[src/rtl/matrix_input_loader_if.sv]
// Handshake bundle for matrix_input_loader: decoder token stream, slot
// allocation request/grant, and matrix storage write port.
//   master : the loader (drives alloc_req/m/n and write_*)
//   slave  : the surrounding system (drives decoder_*, alloc_valid/fail/id)
interface matrix_input_loader_if #(
   parameter int unsigned DATA_W = 32,
   parameter int unsigned DIM_W  = 4,
   parameter int unsigned ID_W   = 7
) ();

   // decoder token stream
   logic              decoder_valid;
   logic [DATA_W-1:0] decoder_data;

   // slot allocation
   logic              alloc_req;
   logic [DIM_W-1:0]  alloc_m;
   logic [DIM_W-1:0]  alloc_n;
   logic              alloc_valid;
   logic              alloc_fail;
   logic [ID_W-1:0]   alloc_id_in;

   // storage write port
   logic              write_en;
   logic [ID_W-1:0]   write_id;
   logic [DIM_W-1:0]  write_row;
   logic [DIM_W-1:0]  write_col;
   logic [DATA_W-1:0] write_data;

   modport master (
      input  decoder_valid, decoder_data,
      input  alloc_valid, alloc_fail, alloc_id_in,
      output alloc_req, alloc_m, alloc_n,
      output write_en, write_id, write_row, write_col, write_data
   );

   modport slave (
      output decoder_valid, decoder_data,
      output alloc_valid, alloc_fail, alloc_id_in,
      input  alloc_req, alloc_m, alloc_n,
      input  write_en, write_id, write_row, write_col, write_data
   );

endinterface

[src/rtl/matrix_input_loader.sv]
// Matrix input loader: takes m, n and element tokens from the UART decoder,
// bounds-checks them, requests a storage slot, then writes the elements in
// row-major order. Supports LFSR random fill and early zero padding.
// Ports:
//   clk, rst        clock, asynchronous active-low reset
//   start           one-cycle pulse, begins a load from IDLE
//   rand_mode       sampled at start; 1 = elements generated internally
//   fill_req        pad the remaining elements with zero
//   bus             decoder / allocator / storage handshake (master side)
//   elem_count      elements written so far in the current load
//   busy            FSM not IDLE
//   done            one-cycle pulse when a load completes
//   err_dim         bad dimension or refused allocation, sticky until start
//   err_data        one-cycle pulse per rejected element
module matrix_input_loader #(
   parameter int unsigned DATA_W    = 32,
   parameter int unsigned DIM_W     = 4,
   parameter int unsigned ID_W      = 7,
   parameter int unsigned MAX_DIM   = 5,
   parameter int          ELEM_MIN  = 0,
   parameter int          ELEM_MAX  = 9,
   parameter logic [15:0] LFSR_SEED = 16'hACE1
) (
   input  logic                   clk,
   input  logic                   rst,
   input  logic                   start,
   input  logic                   rand_mode,
   input  logic                   fill_req,
   matrix_input_loader_if.master  bus,
   output logic [2*DIM_W-1:0]     elem_count,
   output logic                   busy,
   output logic                   done,
   output logic                   err_dim,
   output logic                   err_data
);

   localparam int unsigned CNT_W = 2 * DIM_W;
   localparam int unsigned RANGE = unsigned'(ELEM_MAX - ELEM_MIN + 1);
   localparam logic signed [DATA_W-1:0] EMIN = DATA_W'(ELEM_MIN);
   localparam logic signed [DATA_W-1:0] EMAX = DATA_W'(ELEM_MAX);
   // Galois feedback for taps 16,14,13,11 (right-shifting form)
   localparam logic [15:0] LFSR_TAPS = 16'hB400;

   typedef enum logic [2:0] {
      IDLE, GET_M, GET_N, WAIT_ALLOC, DATA, RAND, FILL, DONE
   } state_t;

   state_t              state_q, state_d;
   logic                rand_q, rand_d;
   logic [DIM_W-1:0]    m_q, m_d, n_q, n_d;
   logic [ID_W-1:0]     id_q, id_d;
   logic [DIM_W-1:0]    row_q, row_d, col_q, col_d;
   logic [CNT_W-1:0]    cnt_q, cnt_d;
   logic [15:0]         lfsr_q, lfsr_d;
   logic                alloc_req_q, alloc_req_d;
   logic [DIM_W-1:0]    alloc_m_q, alloc_m_d, alloc_n_q, alloc_n_d;
   logic                wr_en_q, wr_en_d;
   logic [DIM_W-1:0]    wr_row_q, wr_row_d, wr_col_q, wr_col_d;
   logic [DATA_W-1:0]   wr_data_q, wr_data_d;
   logic                busy_q, busy_d, done_q, done_d;
   logic                err_dim_q, err_dim_d, err_data_q, err_data_d;

   logic [CNT_W-1:0]    total_c;
   logic                dim_ok_c, elem_ok_c;
   logic [15:0]         lfsr_mod_c, lfsr_next_c;
   logic [DATA_W-1:0]   rand_val_c;
   logic                wr_fire_c;
   logic [DATA_W-1:0]   wr_val_c;

   // Token qualification and random element generation
   always_comb begin
      total_c    = CNT_W'(m_q) * CNT_W'(n_q);
      dim_ok_c   = (bus.decoder_data >= DATA_W'(1)) &&
                   (bus.decoder_data <= DATA_W'(MAX_DIM));
      elem_ok_c  = ($signed(bus.decoder_data) >= EMIN) &&
                   ($signed(bus.decoder_data) <= EMAX);
      lfsr_mod_c = lfsr_q % 16'(RANGE);
      rand_val_c = DATA_W'(ELEM_MIN) + DATA_W'(lfsr_mod_c);
      lfsr_next_c = {1'b0, lfsr_q[15:1]} ^ (lfsr_q[0] ? LFSR_TAPS : 16'h0000);
   end

   // Next-state and next-output logic
   always_comb begin
      state_d     = state_q;
      rand_d      = rand_q;
      m_d         = m_q;
      n_d         = n_q;
      id_d        = id_q;
      row_d       = row_q;
      col_d       = col_q;
      cnt_d       = cnt_q;
      lfsr_d      = lfsr_q;
      alloc_req_d = 1'b0;
      alloc_m_d   = alloc_m_q;
      alloc_n_d   = alloc_n_q;
      wr_en_d     = 1'b0;
      wr_row_d    = wr_row_q;
      wr_col_d    = wr_col_q;
      wr_data_d   = wr_data_q;
      busy_d      = (state_q != IDLE);
      done_d      = (state_q == DONE);
      err_dim_d   = err_dim_q;
      err_data_d  = 1'b0;
      wr_fire_c   = 1'b0;
      wr_val_c    = '0;

      case (state_q)
         IDLE: begin
            if (start) begin
               state_d   = GET_M;
               rand_d    = rand_mode;
               err_dim_d = 1'b0;
               cnt_d     = '0;
               row_d     = '0;
               col_d     = '0;
            end
         end
         GET_M: begin
            if (bus.decoder_valid) begin
               if (dim_ok_c) begin
                  m_d     = bus.decoder_data[DIM_W-1:0];
                  state_d = GET_N;
               end else begin
                  err_dim_d = 1'b1;
                  state_d   = IDLE;
               end
            end
         end
         GET_N: begin
            if (bus.decoder_valid) begin
               if (dim_ok_c) begin
                  n_d         = bus.decoder_data[DIM_W-1:0];
                  alloc_req_d = 1'b1;
                  alloc_m_d   = m_q;
                  alloc_n_d   = bus.decoder_data[DIM_W-1:0];
                  state_d     = WAIT_ALLOC;
               end else begin
                  err_dim_d = 1'b1;
                  state_d   = IDLE;
               end
            end
         end
         WAIT_ALLOC: begin
            // grant takes priority over refusal; tokens are dropped here
            if (bus.alloc_valid) begin
               id_d    = bus.alloc_id_in;
               state_d = rand_q ? RAND : DATA;
            end else if (bus.alloc_fail) begin
               err_dim_d = 1'b1;
               state_d   = IDLE;
            end
         end
         DATA: begin
            if (bus.decoder_valid) begin
               if (elem_ok_c) begin
                  wr_fire_c = 1'b1;
                  wr_val_c  = bus.decoder_data;
               end else begin
                  err_data_d = 1'b1;
               end
            end
            if (fill_req) state_d = FILL;
         end
         RAND: begin
            wr_fire_c = 1'b1;
            wr_val_c  = rand_val_c;
            lfsr_d    = lfsr_next_c;
            if (fill_req) state_d = FILL;
         end
         FILL: begin
            wr_fire_c = 1'b1;
            wr_val_c  = '0;
         end
         DONE:    state_d = IDLE;
         default: state_d = IDLE;
      endcase

      // Shared write path: issue the write, step row-major address, finish
      if (wr_fire_c && (cnt_q < total_c)) begin
         wr_en_d   = 1'b1;
         wr_row_d  = row_q;
         wr_col_d  = col_q;
         wr_data_d = wr_val_c;
         cnt_d     = cnt_q + CNT_W'(1);
         if (col_q == DIM_W'(n_q - DIM_W'(1))) begin
            col_d = '0;
            row_d = row_q + DIM_W'(1);
         end else begin
            col_d = col_q + DIM_W'(1);
         end
         if (cnt_q + CNT_W'(1) == total_c) state_d = DONE;
      end
   end

   // State and output registers
   always_ff @(posedge clk or negedge rst) begin
      if (!rst) begin
         state_q     <= IDLE;
         rand_q      <= 1'b0;
         m_q         <= '0;
         n_q         <= '0;
         id_q        <= '0;
         row_q       <= '0;
         col_q       <= '0;
         cnt_q       <= '0;
         lfsr_q      <= LFSR_SEED;
         alloc_req_q <= 1'b0;
         alloc_m_q   <= '0;
         alloc_n_q   <= '0;
         wr_en_q     <= 1'b0;
         wr_row_q    <= '0;
         wr_col_q    <= '0;
         wr_data_q   <= '0;
         busy_q      <= 1'b0;
         done_q      <= 1'b0;
         err_dim_q   <= 1'b0;
         err_data_q  <= 1'b0;
      end else begin
         state_q     <= state_d;
         rand_q      <= rand_d;
         m_q         <= m_d;
         n_q         <= n_d;
         id_q        <= id_d;
         row_q       <= row_d;
         col_q       <= col_d;
         cnt_q       <= cnt_d;
         lfsr_q      <= lfsr_d;
         alloc_req_q <= alloc_req_d;
         alloc_m_q   <= alloc_m_d;
         alloc_n_q   <= alloc_n_d;
         wr_en_q     <= wr_en_d;
         wr_row_q    <= wr_row_d;
         wr_col_q    <= wr_col_d;
         wr_data_q   <= wr_data_d;
         busy_q      <= busy_d;
         done_q      <= done_d;
         err_dim_q   <= err_dim_d;
         err_data_q  <= err_data_d;
      end
   end

   assign bus.alloc_req  = alloc_req_q;
   assign bus.alloc_m    = alloc_m_q;
   assign bus.alloc_n    = alloc_n_q;
   assign bus.write_en   = wr_en_q;
   assign bus.write_id   = id_q;
   assign bus.write_row  = wr_row_q;
   assign bus.write_col  = wr_col_q;
   assign bus.write_data = wr_data_q;
   assign elem_count     = cnt_q;
   assign busy           = busy_q;
   assign done           = done_q;
   assign err_dim        = err_dim_q;
   assign err_data       = err_data_q;

endmodule

[src/flat_wrapper.sv]
// flat-port wrapper written by rule: the top's interface ports become plain ports
module matrix_input_loader_flat 
#(
   parameter int unsigned DATA_W    = 32,
   parameter int unsigned DIM_W     = 4,
   parameter int unsigned ID_W      = 7,
   parameter int unsigned MAX_DIM   = 5,
   parameter int          ELEM_MIN  = 0,
   parameter int          ELEM_MAX  = 9,
   parameter logic [15:0] LFSR_SEED = 16'hACE1
)
  (clk, rst, start, rand_mode, fill_req, elem_count, busy, done, err_dim, err_data, bus_decoder_valid, bus_decoder_data, bus_alloc_valid, bus_alloc_fail, bus_alloc_id_in, bus_alloc_req, bus_alloc_m, bus_alloc_n, bus_write_en, bus_write_id, bus_write_row, bus_write_col, bus_write_data);
  matrix_input_loader_if #(.DATA_W(DATA_W), .DIM_W(DIM_W), .ID_W(ID_W)) bus_i ();
  input  logic clk;
  input  logic rst;
  input  logic start;
  input  logic rand_mode;
  input  logic fill_req;
  output logic [2*DIM_W-1:0] elem_count;
  output logic busy;
  output logic done;
  output logic err_dim;
  output logic err_data;
  input wire logic [$bits(bus_i.decoder_valid)-1:0] bus_decoder_valid;
  input wire logic [$bits(bus_i.decoder_data)-1:0] bus_decoder_data;
  input wire logic [$bits(bus_i.alloc_valid)-1:0] bus_alloc_valid;
  input wire logic [$bits(bus_i.alloc_fail)-1:0] bus_alloc_fail;
  input wire logic [$bits(bus_i.alloc_id_in)-1:0] bus_alloc_id_in;
  output wire logic [$bits(bus_i.alloc_req)-1:0] bus_alloc_req;
  output wire logic [$bits(bus_i.alloc_m)-1:0] bus_alloc_m;
  output wire logic [$bits(bus_i.alloc_n)-1:0] bus_alloc_n;
  output wire logic [$bits(bus_i.write_en)-1:0] bus_write_en;
  output wire logic [$bits(bus_i.write_id)-1:0] bus_write_id;
  output wire logic [$bits(bus_i.write_row)-1:0] bus_write_row;
  output wire logic [$bits(bus_i.write_col)-1:0] bus_write_col;
  output wire logic [$bits(bus_i.write_data)-1:0] bus_write_data;
  assign bus_i.decoder_valid = bus_decoder_valid;
  assign bus_i.decoder_data = bus_decoder_data;
  assign bus_i.alloc_valid = bus_alloc_valid;
  assign bus_i.alloc_fail = bus_alloc_fail;
  assign bus_i.alloc_id_in = bus_alloc_id_in;
  assign bus_alloc_req = bus_i.alloc_req;
  assign bus_alloc_m = bus_i.alloc_m;
  assign bus_alloc_n = bus_i.alloc_n;
  assign bus_write_en = bus_i.write_en;
  assign bus_write_id = bus_i.write_id;
  assign bus_write_row = bus_i.write_row;
  assign bus_write_col = bus_i.write_col;
  assign bus_write_data = bus_i.write_data;
  matrix_input_loader #(.DATA_W(DATA_W), .DIM_W(DIM_W), .ID_W(ID_W), .MAX_DIM(MAX_DIM), .ELEM_MIN(ELEM_MIN), .ELEM_MAX(ELEM_MAX), .LFSR_SEED(LFSR_SEED)) u_core (.clk(clk), .rst(rst), .start(start), .rand_mode(rand_mode), .fill_req(fill_req), .bus(bus_i), .elem_count(elem_count), .busy(busy), .done(done), .err_dim(err_dim), .err_data(err_data));
endmodule
[config.mk]
export PLATFORM = sky130hd
export DESIGN_NAME = matrix_input_loader_flat
export DESIGN_NICKNAME = d
export VERILOG_FILES = /design/src/rtl/matrix_input_loader_if.sv /design/src/rtl/matrix_input_loader.sv /design/src/flat_wrapper.sv
export SDC_FILE = /design/constraint.sdc
export NUM_CORES = 1
export LEC_CHECK = 0
export ABC_AREA = 1
export CAP_MARGIN = 20
export CORE_MARGIN = 2
export CORE_UTILIZATION = 45
export DETAILED_ROUTE_END_ITERATION = 10
export PLACE_DENSITY = 0.71
export SLEW_MARGIN = 15
export SYNTH_ARGS = -nofsm -noshare
export SYNTH_HDL_FRONTEND = slang
export SYNTH_SLANG_ARGS = --single-unit
[constraint.sdc]
create_clock -name clk -period 5.3 [get_ports clk]
set_input_delay 1.06 -clock clk [delete_from_list [all_inputs] [get_ports clk]]
set_output_delay 1.06 -clock clk [all_outputs]
set_load 0.03 [all_outputs]
==> out/qor.csv, run 1 <==
metric,value,unit
die_height,119,um
syn_area_per_cell,7.71,um^2
arrival,5270,ps
power.leakage,4.14,nW
cp-end-kind,flop,
min_from,u_core.bus.alloc_m[2],
cts_sinks,101,
powerDensity,329,mW/mm^2
path_clk_slew,70,ps
first_iter_violations,339,
fill_cells,1130,
yosys.cell_count.top_type,nand2_1,
synth_common_cells,"nand2_1, inv_1, dfrtp_1, nor2_1, nand3_1",
synth_top_flop_cell,dfrtp_1,
rr_startpoint,u_core.lfsr_q[13],
fin_crit,5030,ps
worstPathMaxFanout,6,
total_power,0.00263,W
yosysWarnings,0,
period_share,94.8,%
grt_pass1_vias,5206,
via_per_inst,4.96,
initial_core_util,45.7,%
maxCapViolCount,0,
slew_headroom,42.6,%
cts_tree,yes,
cpMostUsedCell,nand2_2,
drt_wl_total,14.2,mm
synth.distinct_cells,41,
critPathLaunch,u_core.lfsr_q[13],
hold_slack,481,ps
fmaxAchievable,199,MHz
insertion_delay,350,ps
synthCells,776,
hold_buffers,0,
area_growth,34.0,%
htree_levels,3,
cts-root-buf,clkbuf_16,
antenna_left,0,
slowest_delay,600,ps
worst_slew_pin_slew,861,ps
crit_required,5540,ps
synth_area_leader_cell,dfrtp_1,
num_rows,42,
synth.top_cell.area_share,38.9,%
layout.cells.non_filler,1080,
min_path_type,reg2reg,
cp_slowest_cell,dfstp_2,
skew,8.44,ps
synth_area_leaders,"dfrtp_1, nand2_1, inv_1",
setup_violations,0,
netlist_area,0.00598,mm^2
startpoint_type,flop,
drc,0,
wl_per_cell,13.1,um
grt_overflow,0,
grt_pass1_wl,23.3,mm
grt_setup_unrepaired,true,
grt_max_degree,70,
post-dp-hpwl,10.0,mm
drt-pass1-iter-count,4,
seq_area_frac_synth,42.4,%
crit_type,reg2reg,
synthArstFlopShare,100,%
ir_drop,0.329,mV
ioPinCount,116,
core-area,0.0131,mm^2
whs_path_depth,2,
routabilityCongestion,0.840,
dieArea,0.0142,mm^2
synth_fp_nets,851,
drive_gt1_share,16.0,%
synth_edf_count,0,
io_buffer_count,115,
dieWidth,119,um
status,completed,
ys_seq_elements,101,
final_nets,974,
grt_antenna_before_repair,0,
cts_buffer_depth,2,
rr_worst_depth,51,
hold_viol_final,0,
maxSlewViolCount,0,
insertedDiodeCount,0,
dp.cells,1058,
vias,5359,
track_usage,20.0,%
cts_buffers,9,
==> layout by cell type, fill, tap and decap left out, types with 8 or more instances in the layout <==
cell and instances:
clkdlybuf4s50_1 114, inv_2 12, clkbuf_16 9, o21ai_0 46
nor2_1 67, inv_1 121, nand4_1 11, nand3_1 50
nand3_2 16, nand2_4 21, dfstp_2 8, xor2_1 13
buf_4 10, a21oi_1 14, nand2_1 161, dfrtp_1 93
ha_1 24, nand2_2 32
==> area by class of cell <==
type                            count  area, um^2  share of cell area, %
Timing Repair Buffer              125        1240                   15.4
Clock inverter                      5        63.8                  0.796
Tap cell                          176         220                   2.75
Sequential cell                   101        2540                   31.7
Clock buffer                       11         243                   3.03
Inverter                          134         505                   6.31
Multi-Input combinational cell    528        3210                   40.0
==> per-layer routing <==
| layer | routed length, um | vias up | GRT usage, % |
|---|---|---|---|
| met5 | 0 | - | 0 |
| met4 | 213 | 0 | 5.88 |
| met3 | 563 | 19 | 4.41 |
| met2 | 7320 | 104 | 34.9 |
| met1 | 6050 | 2524 | 24.8 |
| li1 | - | 2712 | - |
==> through the flow <==
step	setup WS [ps]	setup TNS [ps]	utilization, %	cell area [um^2]
final	274	0	61.2	8010
after global placement	429	0	56.0	7330
after global routing	-169	-474	61.2	8010
after CTS	347	0	58.4	7640
after detailed placement	366	0	56.0	7330
after floorplan	872	0	-	5980
==> sequential cells by signal, summed over array words and instances (netlist names), 7 cells and up <==
name and flops:
u_core.bus.write_id 7, u_core.lfsr_q 16, u_core.bus.write_data 32, u_core.elem_count 8
==> logic make-up (layout without fill, tap and decap cells) <==
| logic type | count (synthesis) | in the layout | synth area share (%) |
|---|---|---|---|
| adder cells (fa/ha/maj) | 28 | 28 | 6.36 |
| buffers and inverters | 147 | 275 | 9.25 |
| AO/OA/AOI/OAI | 88 | 88 | 8.50 |
| flip-flops | 101 | 101 | 42.4 |
| XOR/XNOR | 18 | 18 | 2.64 |
| AND/OR/NAND/NOR | 386 | 386 | 29.3 |
| multiplexers | 8 | 8 | 1.49 |
==> power breakdown <==
part / internal (W) / total, W / switching [W]
registers: 0.000934 / 0.00103 / 0.0000966
clock network: 0.000384 / 0.000684 / 0.000299
logic: 0.000379 / 0.000918 / 0.000540
total: 0.00170 / 0.00263 / 0.000936
==> critical path: cells and delay by family, from the launching register on <==
kind / cells / cell delay, ps
compound gates: 1 / 170
buf+inv: 3 / 220
flops: 1 / 600
simple gates: 47 / 3910
==> path summary, 6_finish.rpt <==
check                                             to  slack [ps]
max                         u_core.bus.write_data[1]         270
min                            u_core.bus.alloc_m[2]         480
max reg2reg                 u_core.bus.write_data[1]         270
min reg2reg                    u_core.bus.alloc_m[2]         480
max in group asynchronous          u_core.lfsr_q[15]        3500
min in group asynchronous  u_core.bus.write_data[20]         810
==> what timing repair did <==
item / CTS / global route
buffers inserted: 0 / 6
resized for setup: 0 / 77
endpoints found under the setup margin: 0 / 3
No activity file was read; power rests on OpenSTA's default activity.
==> run 2: changes to the inputs <==
- CAP_MARGIN: 20 -> default
- CORE_MARGIN: 2 -> default
==> run 2 against run 1 <==
Against the previous run:
- core utilization increased by 1.1 points
- setup slack worse by 90 ps
- sequential power hardly changed
- sequential share of layout area increased by 0.19 points
- count of clock-buffer cells in the layout down 2
- cell count about the same
==> out/qor.csv, run 2 (synthesis gave the netlist of run 1 again) <==
metric,value,unit
critPathBufInv,8,
ioPinCount,116,
place_ws,347,ps
routabilityCongestion,0.865,
cp_slowest_cell,dfstp_2,
grt_overflow,0,
grt_max_degree,59,
power.leakage,4.13,nW
worstSetupPathDepth,49,
path_clk_slew,70,ps
initial_core_util,46.8,%
cts_sinks,101,
drive_gt1_share,15.4,%
die_height,117,um
grt_setup_unrepaired,true,
insertion_delay,350,ps
area_growth,33.2,%
htree_levels,3,
dieWidth,117,um
drt-pass1-iter-count,5,
crit_required,5590,ps
rr_startpoint,u_core.lfsr_q[13],
worstPathMaxFanout,6,
cp-end-kind,flop,
antenna_left,0,
setup_violations,0,
reg2reg_slack,180,ps
mostFrequentLayoutCells,"nand2_1, inv_1, clkdlybuf4s50_1, dfrtp_1, nor2_1",
fmaxAchievable,195,MHz
hold_viol_final,0,
cts_buffers,9,
post-dp-hpwl,9.98,mm
cts-root-buf,clkbuf_16,
min_path_type,reg2reg,
path_delay_family,simple AND/OR/NAND/NOR gates,
final_nets,977,
grt_pass1_vias,4884,
arrival,5400,ps
ir_drop,0.294,mV
cts_tree,yes,
slowest_delay,610,ps
maxCapViolCount,0,
m1WireLength,6.32,mm
core-area,0.0128,mm^2
top_layer_used,met4,
worst_slew_pin_slew,754,ps
io_buffer_count,115,
cpMostUsedCell,nand2_2,
wl_per_cell,13.2,um
maxSlewViolCount,0,
dieArea,0.0138,mm^2
via_per_inst,5.00,
crit_type,reg2reg,
vias,5395,
drc,0,
fin_crit,5120,ps
skew,8.02,ps
drt_wl_total,14.2,mm
grt_pass1_wl,22.5,mm
slew_headroom,49.7,%
status,completed,
hold_slack,482,ps
grt_antenna_before_repair,1,
largest_register_ffs,32,
met2_length,7.10,mm
track_usage,20.9,%
powerDensity,325,mW/mm^2
period_share,96.5,%
rr_endpoint,u_core.bus.write_data[3],
insertedDiodeCount,0,
startpoint_type,flop,
fin_ws,183,ps
final_common_cell,nand2_1,
first_iter_violations,354,
num_rows,41,
cp-endpoint,u_core.bus.write_data[3],
rr_worst_depth,49,
wl_met3,602,um
critPathLaunch,u_core.lfsr_q[13],
cts_buffer_depth,2,
-- run 2: cell count changes in the layout (fill, tap and decap cells not counted), moves of 2 or more --
| cell | delta |
|---|---|
| nand3_2 | -3 |
| nand2_4 | -6 |
| buf_4 | +3 |
| nand3_1 | +2 |
| clkinvlp_4 | +2 |
| nand2_1 | +7 |
| nand2_2 | -2 |
-- run 2: stage by stage --
step,TNS [ps],util (%),instance area [um^2],instances,power (W)
3_3_place_gp,0,57.5,7350,1055,0.00195
4_1_cts,0,59.7,7630,1071,0.00261
3_5_place_dp,0,57.5,7350,1055,0.00197
5_1_grt,-650,62.4,7970,1079,0.00272
2_1_floorplan,0,-,5980,776,0.00155
6_report,0,62.4,7970,1079,0.00259
-- run 2: how the worst min path moves through the flow --
stage | from | end | depth (start not counted)
2_1_floorplan | u_core.rand_q | u_core.rand_q | 2
4_1_cts | u_core.row_q[3] | u_core.row_q[3] | 1
3_5_place_dp | u_core.row_q[3] | u_core.row_q[3] | 1
6_report | u_core.row_q[3] | u_core.row_q[3] | 1
3_3_place_gp | u_core.row_q[3] | u_core.row_q[3] | 1
5_1_grt | u_core.bus.write_data[10] | u_core.bus.write_data[10] | 2
-- run 2: repair_timing --
action                                  CTS  global route
gates resized for setup                   0            64
setup buffers                             0             8
endpoints found under the setup margin    0            11
hold buffers                              0             0
-- run 2: area by class of cell --
type                    instances  area [um^2]
clock buffers                   9          225
clock inverters                 7         56.3
fillers                      1105         4810
inverters                     134          505
multi-input cells             528         3170
flip-flops and latches        101         2540
well taps                     172          215
repair buffers                128         1260
-- run 2: per-layer routing --
layer | track usage (%) | vias up
li1 | - | 2721
met5 | 0 | -
met1 | 26.1 | 2540
met4 | 5.15 | 0
met3 | 4.69 | 19
met2 | 36.5 | 115
-- run 2: report_power, final --
part	leakage [nW]	total [W]	switching, W	internal (W)
clock	0.130	0.000643	0.000318	0.000325
sequential	1.27	0.00103	0.0000940	0.000933
combinational	2.73	0.000921	0.000542	0.000379
==> run 3: changes to the inputs <==
- MAX_ROUTING_LAYER: default -> met4
- REMOVE_ABC_BUFFERS: default -> 1
==> run 3 against run 2 <==
Against the previous run:
- cell count increased by 0.46%
- hold slack got worse by 11 ps
- global-route usage increased by 1.1 points
- core utilization increased by 0.59 points
- combinational power about the same
- sequential power about the same
- sequential cell count unchanged
- register-to-register slack improved by 90 ps
- fmax increased by 1.7%
- count of clock-buffer cells in the layout increased by 2
- wire length increased by 0.32%
- critical path type unchanged
- critical endpoint is now u_core.bus.write_data[2]
- largest cell class unchanged
- largest power group unchanged
- highest routed layer unchanged
==> out/qor.csv, run 3 (synthesis gave the netlist of run 1 again) <==
metric,value,unit
final_common_cell,nand2_1,
slowest_delay,570,ps
insertion_delay,360,ps
cts-root-buf,clkbuf_16,
grt_overflow,0,
worst_slew_pin_slew,782,ps
grt_antenna_before_repair,1,
reg2reg_slack,270,ps
status,completed,
antenna_left,0,
crit_type,reg2reg,
hold_viol_final,0,
rr_endpoint,u_core.bus.write_data[2],
htree_levels,3,
io_buffer_count,115,
fmaxAchievable,199,MHz
clkPwrFrac,25.0,%
grt_pass1_vias,5000,
cpMostUsedCell,nand2_2,
crit_required,5600,ps
area_growth,34.5,%
core-area,0.0128,mm^2
layout.cells.non_filler,1084,
critPathLaunch,u_core.lfsr_q[13],
cts_buffer_depth,2,
period_share,94.9,%
cp-end-kind,flop,
slew_headroom,46.5,%
dieWidth,117,um
maxCapViolCount,0,
fin_crit,5030,ps
min_path_type,reg2reg,
ioPinCount,116,
cp_slowest_cell,dfstp_2,
drt-pass1-iter-count,5,
grt_pass1_wl,22.8,mm
final_nets,981,
first_iter_violations,318,
maxSlewViolCount,0,
p_int,0.00165,W
power.switching,0.000943,W
fin_tns_setup,0,ps
p_sw_share,36.4,%
track_usage,21.9,%
cts_buffers,9,
hold_buffers,0,
drive_gt1_share,16.5,%
cts_sinks,101,
seqPwrFrac,39.6,%
drt_wl_total,14.3,mm
rr_worst_depth,50,
die_height,117,um
num_rows,41,
via_per_inst,4.96,
startpoint_type,flop,
worstPathMaxFanout,6,
wl_per_cell,13.2,um
mostFrequentLayoutCells,"nand2_1, inv_1, clkdlybuf4s50_1, dfrtp_1, nor2_1",
dp.cells,1057,
cp-endpoint,u_core.bus.write_data[2],
drc,0,
setup_violations,0,
powerDensity,322,mW/mm^2
vias,5377,
power.leakage,4.17,nW
arrival,5320,ps
cts_tree,yes,
initial_core_util,46.8,%
power_frac_comb,35.4,%
dieArea,0.0138,mm^2
path_clk_slew,70,ps
grt_setup_unrepaired,true,
routabilityCongestion,0.876,
skew,7.28,ps
largest_register_ffs,32,
fill_cells,1102,
grt_max_degree,64,
rr_startpoint,u_core.lfsr_q[13],
ir_drop,0.350,mV
post-dp-hpwl,9.94,mm
[run 3: final cells by class]
| class | instances | area, um^2 | share of cell area (%) |
|---|---|---|---|
| Multi-Input combinational cell | 528 | 3220 | 40.0 |
| Sequential cell | 101 | 2540 | 31.6 |
| Timing Repair Buffer | 132 | 1280 | 15.9 |
| Inverter | 134 | 505 | 6.29 |
| Clock buffer | 11 | 243 | 3.02 |
| Tap cell | 172 | 215 | 2.68 |
| Clock inverter | 5 | 41.3 | 0.514 |
| Antenna cell | 1 | 2.50 | 0.0311 |
[run 3: routing by layer]
metal,global-route usage (%),part of all wire [%],up-vias
li1,-,-,2732
met1,27.0,45,2515
met2,35.5,49,109
met4,7.93,2.0,0
met3,4.74,4.1,21
met5,-,0,-
[run 3: repair_timing]
action | in CTS | in global routing
endpoints found under the setup margin | 0 | 3
gates resized for setup | 0 | 76
buffers inserted | 0 | 10
[run 3: worst max-delay path: cells and delay by family (launching register included)]
kind	cells	cell delay, ps
AO/OA/AOI/OAI	2	340
buffers and inverters	3	280
flip-flops	1	570
AND/OR/NAND/NOR	45	3780
[run 3: metrics by stage]
stage | area [um^2] | setup slack (ps) | power (W) | utilization, % | hold slack [ps]
6_report | 8040 | 271 | 0.00259 | 62.9 | 471
5_1_grt | 8040 | -242 | 0.00274 | 62.9 | 493
4_1_cts | 7630 | 325 | 0.00262 | 59.8 | 479
3_5_place_dp | 7350 | 341 | 0.00196 | 57.5 | 462
3_3_place_gp | 7350 | 457 | 0.00196 | 57.5 | 461
2_1_floorplan | 5930 | 230 | 0.00154 | - | 437
[run 3: worst min path at each step]
| stage | cells after the start | slack [ps] | end | start |
|---|---|---|---|---|
| floorplan | 2 | 440 | u_core.rand_q | u_core.rand_q |
| CTS | 2 | 480 | u_core.rand_q | u_core.rand_q |
| finish | 1 | 470 | u_core.row_q[3] | u_core.row_q[3] |
| global placement | 2 | 460 | u_core.rand_q | u_core.rand_q |
| detailed placement | 2 | 460 | u_core.rand_q | u_core.rand_q |
| global route | 1 | 490 | u_core.row_q[3] | u_core.row_q[3] |
[run 3: power by group through the flow]
| stage | combinational (W) | clock, W | sequential, W |
|---|---|---|---|
| finish | 0.000918 | 0.000648 | 0.00103 |
| global route | 0.000991 | 0.000698 | 0.00105 |
| CTS | 0.000928 | 0.000667 | 0.00103 |
| detailed placement | 0.000924 | 0 | 0.00104 |
| global placement | 0.000922 | 0 | 0.00104 |
| floorplan | 0.000203 | 0 | 0.00134 |
